`src/rtl/axil_chk_ostd_counter.sv`:
```
// Outstanding-transaction counter: saturates at MAX, holds at zero on underflow.
module axil_chk_ostd_counter #(
    parameter int MAX = 16,
    parameter int W   = $clog2(MAX + 1)
) (
    input  logic         clk,
    input  logic         rst,
    input  logic         inc,
    input  logic         dec,
    output logic [W-1:0] count,
    output logic         ovf,
    output logic         udf
);
    localparam logic [W-1:0] MAX_V = W'(MAX);

    assign ovf = inc && !dec && (count == MAX_V);
    assign udf = dec && !inc && (count == '0);

    always_ff @(posedge clk) begin
        if (rst) begin
            count <= '0;
        end else if (inc && !dec && (count != MAX_V)) begin
            count <= count + W'(1);
        end else if (dec && !inc && (count != '0)) begin
            count <= count - W'(1);
        end
    end
endmodule

```
`config.mk`:
```
export PLATFORM = sky130hd
export DESIGN_NAME = axil_chk_ostd_counter
export DESIGN_NICKNAME = d
export VERILOG_FILES = /design/src/rtl/axil_chk_ostd_counter.sv
export SDC_FILE = /design/constraint.sdc
export NUM_CORES = 1
export LEC_CHECK = 0
export BUFFER_PORTS_ARGS = -buffer_cell sky130_fd_sc_hd__buf_2
export CAP_MARGIN = 20
export CORE_AREA = 5 5 42 44
export DETAILED_ROUTE_END_ITERATION = 10
export DIE_AREA = 0 0 47 49
export HOLD_SLACK_MARGIN = 0.08
export PLACE_DENSITY = 0.54
export REMOVE_ABC_BUFFERS = 1
export SYNTH_ARGS = -nofsm -noshare
export SYNTH_HDL_FRONTEND = slang
export SYNTH_SLANG_ARGS = --single-unit
```
`constraint.sdc`:
```
create_clock -name clk -period 2.8 [get_ports clk]
set_input_delay 0.56 -clock clk [delete_from_list [all_inputs] [get_ports clk]]
set_output_delay 0.56 -clock clk [all_outputs]
set_load 0.02 [all_outputs]
```
==> out/qor.csv, run 1 <==
stage,metric,value,unit
logic_synthesis,avgSynthCellArea,9.41,sq um
logic_synthesis,ys_top_cells_by_count,"5 x dfxtp_1, 4 x a21o_1, 4 x a21oi_1, 4 x nor2_1",
worst_setup_path,rr_worst_depth,7,
flow_run,drv_cap,0,
detailed_routing,viasPerCell,5.01,
power,irDropWorstVdd,0.000283,V
timing,worst_slew_pin_slew,0.379,ns
clock_network,cts_buffers,3,
clock_network,cts_tree,done,
logic_synthesis,synth-simple-area-share,25.7,%
detailed_routing,dr.pass1.iters,3,
die,initial_core_util,29.6,%
worst_hold_path,hold_depth,2,
worst_setup_path,critPathArrivalTime,2.46,ns
logic_synthesis,yosysSeqAreaShare,24.2,%
global_route,antenna_found_initial,0,
die,ios,11,
logic_synthesis,synthTopCellsByArea,"dfxtp_1 24%, ha_1 9.1%, a21o_1 7.3%, mux4_2 5.4%, a21oi_1 4.8%",
placed_design,hpwl,649,um
cells_and_area,final_layout_size_suffix_gt1_share,32.8,%
worst_hold_path,min_path_type,reg -> reg,
logic_synthesis,synth_cell_types,24,
power,pwr_density_cell,707,nW/um^2
cells_and_area,syn2layout_area_growth,23.3,%
detailed_routing,drt_iter0_drc,4,
worst_setup_path,required,2.98,ns
cells_and_area,largest_reg_flops,5,
clock_network,h-tree-depth,1,
timing,slew_violations,0,
timing,fin_crit,2.28,ns
clock_network,hold_buffers,0,
outcome,outcome,"finished, final reports clean",
die,fp.dieW,47,um
logic_synthesis,synthAdderAreaFrac,13.9,%
detailed_routing,final_antenna_net_count,0,
detailed_routing,vias,371,
logic_synthesis,synth_compound_area_share,25.4,%
logic_synthesis,yosysMostFrequentCell,dfxtp_1,
global_route,grt_max_degree,10,
worst_setup_path,critical_path_class,reg -> reg,
timing,hold_viol,0,
power,finalPower,0.000361,W
cells_and_area,nets,67,
logic_synthesis,syn-cell-area,414,sq um
cells_and_area,antennaDiodeCount,0,
timing,fin_setup_tns,0,ns
clock_network,cts.sink_count,5,
logic_synthesis,synthMuxAreaShare,7.85,%
die,die_area,2300,sq um
die,rows,14,
clock_network,clock_latency,0.24,ns
clock_network,cts-root-buf,clkbuf_4,
clock_network,path_clk_slew,0.05,ns
worst_setup_path,startpoint_type,flip-flop,
detailed_routing,wirelength,811,um
logic_synthesis,synth_top_area_share,24.2,%
power,p_leak,0.228,nW
logic_synthesis,yosys_warnings,0,
logic_synthesis,syn_inst,44,
worst_setup_path,path_max_fanout,9,
timing,setup_viol,0,
die,dieHeight,49,um
detailed_routing,drc,0,
worst_setup_path,rrSetupSlack,0.52,ns
logic_synthesis,ys_seq_elements,5,
logic_synthesis,synth_ff_type,dfxtp_1,
logic_synthesis,synthArstFlopShare,0,%
placed_design,numPortBuffers,10,
global_route,grt_pass1_vias,353,
logic_synthesis,yosys.area.top_type,dfxtp_1,
timing,max_freq,0.439,GHz
timing,grt_setup_unrepaired,no,
placed_design,gp_congestion,0.761,
logic_synthesis,synth_top_family_by_area,simple AND/OR/NAND/NOR gates,
die,core_region_area,1400,sq um
global_route,grt_overflow,0,
worst_setup_path,cp-end-kind,flip-flop,
clock_network,cts_resized,0,
clock_network,cts_buffer_depth,2,
logic_synthesis,synth_xor_area_share,2.11,%
timing,slew_headroom,74.5,%
cells_and_area,reg_top3,count: 5 flops,
global_route,grt_pass1_wl,1470,um
global_route,gr-usage-all-layers,8.94,%
timing,timing.final.crit_share,81.3,%
cells_and_area,largest-register,count,
detailed_routing,wire_per_inst,11.0,um
logic_synthesis,synth_edf_count,0,
clock_network,post_cts_buffers,0,
timing,skew,0.00118,ns
power breakdown:
group	internal (W)	leakage, nW	switching (W)	total, W
Clock	0.0000540	0.0150	0.0000311	0.0000851
Combinational	0.0000778	0.172	0.0000867	0.000164
Sequential	0.0000854	0.0413	0.0000258	0.000111
Total	0.000217	0.228	0.000144	0.000361
metal layers:
layer	vias up	global-route usage, %	share of wire [%]
met5	-	0	0
met4	0	2.76	0
met3	0	5.54	9.0
met2	12	12.7	46
met1	167	11.0	45
li1	192	-	-
cell families (layout without fill, tap and decap cells):
logic type	after synthesis	after routing
AND/OR/NAND/NOR	18	18
flip-flops	5	5
buffers and inverters	1	15
adder cells (fa/ha/maj)	4	4
multiplexers	2	2
AO/OA/AOI/OAI	13	13
XOR/XNOR	1	1
metrics by stage:
stage	setup WS (ns)	instances	utilization (%)	instance area [sq um]	hold WS [ns]
after floorplan	0.616	44	-	414	0.579
after global placement	0.314	70	34.6	484	0.524
after detailed placement	0.306	70	34.6	484	0.528
after CTS	0.477	74	36.4	510	0.534
after global routing	0.268	74	36.4	510	0.562
final	0.523	74	36.4	510	0.526
worst max-delay path, stage by stage, from the launching register on:
cell and delay, ns:
dfxtp_1 0.37, nor4_2 0.41, a21o_1 0.36, ha_1 0.33, a21o_1 0.16, a21oi_1 0.17, mux4_2 0.32, nor2_1 0.09
path summary, 6_finish.rpt:
kind / start / to
worst max register to register: count[0] / count[4]
worst min-delay path: count[2] / count[2]
worst min register to register: count[2] / count[2]
worst max-delay path: count[0] / count[4]
placed cells by master, fill, tap and decap left out, drive strengths merged:
master / count
and2: 1
a2111oi: 1
or4: 1
nor2b: 3
nand3: 1
fa: 1
inv: 1
nand4b: 1
ha: 3
nand2b: 2
clkbuf: 4
mux2i: 1
a211oi: 1
a21o: 4
o21ai: 1
a21oi: 5
xor2: 1
nand2: 3
nor2: 4
buf: 10
dfxtp: 5
nor4: 1
mux4: 1
nor3: 1
o41ai: 1
layout make-up:
cell class / instances / area (sq um)
Fill cell: 155 / 891
Clock buffer: 4 / 26.3
Multi-Input combinational cell: 38 / 310
Tap cell: 16 / 20.0
Inverter: 1 / 3.75
Sequential cell: 5 / 100
Timing Repair Buffer: 10 / 50.0
Note: power is estimated with default switching activity, not from simulation.
==> run 2: changes to the inputs <==
--- a/config.mk
+++ b/config.mk
@@ -5,13 +5,14 @@
 export SDC_FILE = /design/constraint.sdc
 export NUM_CORES = 1
 export LEC_CHECK = 0
+export ABC_AREA = 1
 export BUFFER_PORTS_ARGS = -buffer_cell sky130_fd_sc_hd__buf_2
 export CAP_MARGIN = 20
 export CORE_AREA = 5 5 42 44
 export DETAILED_ROUTE_END_ITERATION = 10
 export DIE_AREA = 0 0 47 49
 export HOLD_SLACK_MARGIN = 0.08
-export PLACE_DENSITY = 0.54
+export PLACE_DENSITY = 0.52
 export REMOVE_ABC_BUFFERS = 1
 export SYNTH_ARGS = -nofsm -noshare
 export SYNTH_HDL_FRONTEND = slang
==> constraint.sdc (replaced) <==
create_clock -name clk -period 2.3 [get_ports clk]
set_input_delay 0.46 -clock clk [delete_from_list [all_inputs] [get_ports clk]]
set_output_delay 0.46 -clock clk [all_outputs]
set_load 0.02 [all_outputs]
==> out/qor.csv, run 2 <==
stage,metric,value,unit,change
placed_design,numPortBuffers,10,,unchanged
worst_setup_path,rr_worst_depth,12,,+5
die,dieHeight,49,um,unchanged
detailed_routing,drt_iter0_drc,1,,-3
cells_and_area,largest_reg_flops,5,,unchanged
detailed_routing,wire_per_inst,8.99,um,-18%
outcome,outcome,"finished, final reports clean",,
cells_and_area,n_fill_cell,162,,+4.5%
power,irDropWorstVdd,0.000293,V,+3.3%
cells_and_area,nets,79,,+18%
worst_hold_path,min_path_type,in -> reg,,
worst_setup_path,crit_end,count[4],,
global_route,grt_max_degree,10,,unchanged
die,ios,11,,unchanged
placed_design,gp_congestion,0.750,,-1.4%
timing,fin_setup_tns,0,ns,unchanged
detailed_routing,final_antenna_net_count,0,,unchanged
cells_and_area,final_layout_size_suffix_gt1_share,31.4,%,-1.3 points
logic_synthesis,synth_cell_types,16,,-33%
worst_setup_path,required,2.44,ns,-0.54 ns
logic_synthesis,yosys.area.top_type,dfxtp_1,,
timing,slew_headroom,84.0,%,+9.5 points
die,core_region_area,1400,sq um,unchanged
clock_network,h-tree-depth,1,,unchanged
power,pwr_density_cell,861,nW/um^2,+22%
die,initial_core_util,28.3,%,-1.3 points
flow_run,drv_cap,0,,unchanged
global_route,grt_pass1_wl,1350,um,-8.4%
power,p_leak,0.253,nW,+11%
logic_synthesis,syn_inst,56,,+27%
global_route,antenna_found_initial,0,,unchanged
cells_and_area,layout_common_cells,"10 x buf_2, 8 x inv_1, 8 x nand2_1",,
logic_synthesis,yosysSeqAreaShare,25.2,%,+1.1 points
timing,timing.final.crit_share,79.5,%,-1.8 points
logic_synthesis,synth_ff_type,dfxtp_1,,
worst_setup_path,startpoint_type,flip-flop,,
logic_synthesis,yosys_warnings,0,,unchanged
clock_network,post_cts_buffers,0,,unchanged
clock_network,cts_tree,done,,
detailed_routing,viasPerCell,4.33,,-14%
cells_and_area,largest-register,count,,
cells_and_area,layout_commonest_cell,buf_2,,
global_route,grt_overflow,0,,unchanged
detailed_routing,wirelength,773,um,-4.7%
die,fp.dieW,47,um,unchanged
timing,worst_slew_pin_slew,0.239,ns,-0.140 ns
timing,grt_setup_unrepaired,no,,
worst_setup_path,path_max_fanout,6,,-3
worst_setup_path,critPathArrivalTime,1.96,ns,-0.50 ns
clock_network,cts_buffer_depth,2,,unchanged
worst_setup_path,critical_path_class,reg -> reg,,
cells_and_area,syn2layout_area_growth,24.3,%,
worst_setup_path,crit_start,count[0],,
global_route,gr-usage-all-layers,8.18,%,-0.76 points
global_route,grt_pass1_vias,335,,-5.1%
clock_network,cts_buffers,3,,unchanged
worst_setup_path,r2r_end,count[4],,
logic_synthesis,ys_seq_elements,5,,unchanged
detailed_routing,drc,0,,unchanged
clock_network,cts-root-buf,clkbuf_4,,
detailed_routing,dr.pass1.iters,2,,-1
logic_synthesis,synthTopCellsByArea,"dfxtp_1 25%, ha_1 9.5%, inv_1 7.6%, nand2_1 7.6%, nor2_2 6.3%",,
timing,slew_violations,0,,unchanged
logic_synthesis,ys_top_cells_by_count,"8 x inv_1, 8 x nand2_1, 6 x nor2_1",,
detailed_routing,vias,372,,+0.27%
worst_setup_path,cp-end-kind,flip-flop,,
clock_network,cts.sink_count,5,,unchanged
clock_network,path_clk_slew,0.04,ns,about the same
timing,hold_viol,0,,unchanged
clock_network,cts_resized,0,,unchanged
worst_setup_path,rrSetupSlack,0.47,ns,-0.05 ns
logic_synthesis,syn-cell-area,397,sq um,-4.2%
placed_design,hpwl,613,um,-5.4%
clock_network,clock_latency,0.24,ns,about the same
timing,setup_viol,0,,unchanged
die,die_area,2300,sq um,unchanged
timing,holdWs,0.533,ns,+0.00730 ns
logic_synthesis,synthArstFlopShare,0,%,unchanged
worst_setup_path,r2r-start,count[0],,
logic_synthesis,avgSynthCellArea,7.08,sq um,-25%
cells_and_area,reg_top3,count: 5 flops,,
clock_network,hold_buffers,0,,unchanged
cells_and_area,antennaDiodeCount,0,,unchanged
logic_synthesis,synth_top_area_share,25.2,%,+1.1 points
timing,max_freq,0.547,GHz,+25%
logic_synthesis,synth_edf_count,0,,unchanged
timing,fin_crit,1.83,ns,-0.449 ns
timing,skew,0.000826,ns,-0.000352 ns
die,rows,14,,unchanged
[run 2: changes by cell type after synthesis, moves of 3 or more]
cell	change
nand2_1	+5
o21ai_0	+4
nand3_1	+3
a21o_1	-4
nor2b_1	-3
inv_1	+7
nor2_2	+4
[run 2: power by group]
group | internal [W] | switching, W
sequential | 0.000104 | 0.0000212
clock | 0.0000656 | 0.0000356
combinational | 0.0000780 | 0.000120
[run 2: worst max-delay path, cell delays in order (launching register included)]
cell,delay [ns]
dfxtp_1,0.44
nor2_2,0.08
nand3_2,0.09
nand2_2,0.13
fa_1,0.46
inv_1,0.08
nor2_1,0.04
nor2_1,0.08
nand3_1,0.09
nand3_2,0.09
nand2_1,0.05
nand2_1,0.06
nor2_2,0.03
[run 2: kinds of logic after synthesis]
group,synth area share (%)
flops,25.2
compound gates,10.1
fa+ha+maj,14.5
xor+xnor,4.42
buf+inv,7.57
simple gates,38.2
[run 2: cell type report]
class                   instances  area (sq um)  share of cell area, %
multi-input cells              43           267                   54.1
flip-flops and latches          5           100                   20.3
repair buffers                 10          50.0                   10.2
inverters                       8          30.0                   6.09
clock buffers                   4          26.3                   5.33
well taps                      16          20.0                   4.06
[run 2: worst min-delay path by stage]
| stage | startpoint | endpoint | slack [ns] | cells past startpoint |
|---|---|---|---|---|
| 3_3_place_gp | count[0] | count[0] | 0.53 | 1 |
| 5_1_grt | rst | count[4] | 0.55 | 4 |
| 2_1_floorplan | count[0] | count[0] | 0.59 | 1 |
| 6_report | rst | count[4] | 0.53 | 4 |
| 3_5_place_dp | count[0] | count[0] | 0.54 | 1 |
| 4_1_cts | rst | count[4] | 0.53 | 4 |
[run 2: per-layer routing]
metal	up-vias	part of all wire, %	global-route usage [%]
met3	0	10	5.54
met5	-	0	0
li1	208	-	-
met4	0	0	2.76
met1	153	52	10.8
met2	11	37	10.4
[run 2: through the flow]
step	cells	worst slack, ns	total power, W	util [%]	cell area, sq um
CTS	86	0.448	0.000434	35.2	493
global placement	82	0.352	0.000327	33.3	467
detailed placement	82	0.343	0.000327	33.3	467
global route	86	0.268	0.000472	35.2	493
floorplan	56	0.500	0.000281	-	397
finish	86	0.471	0.000425	35.2	493
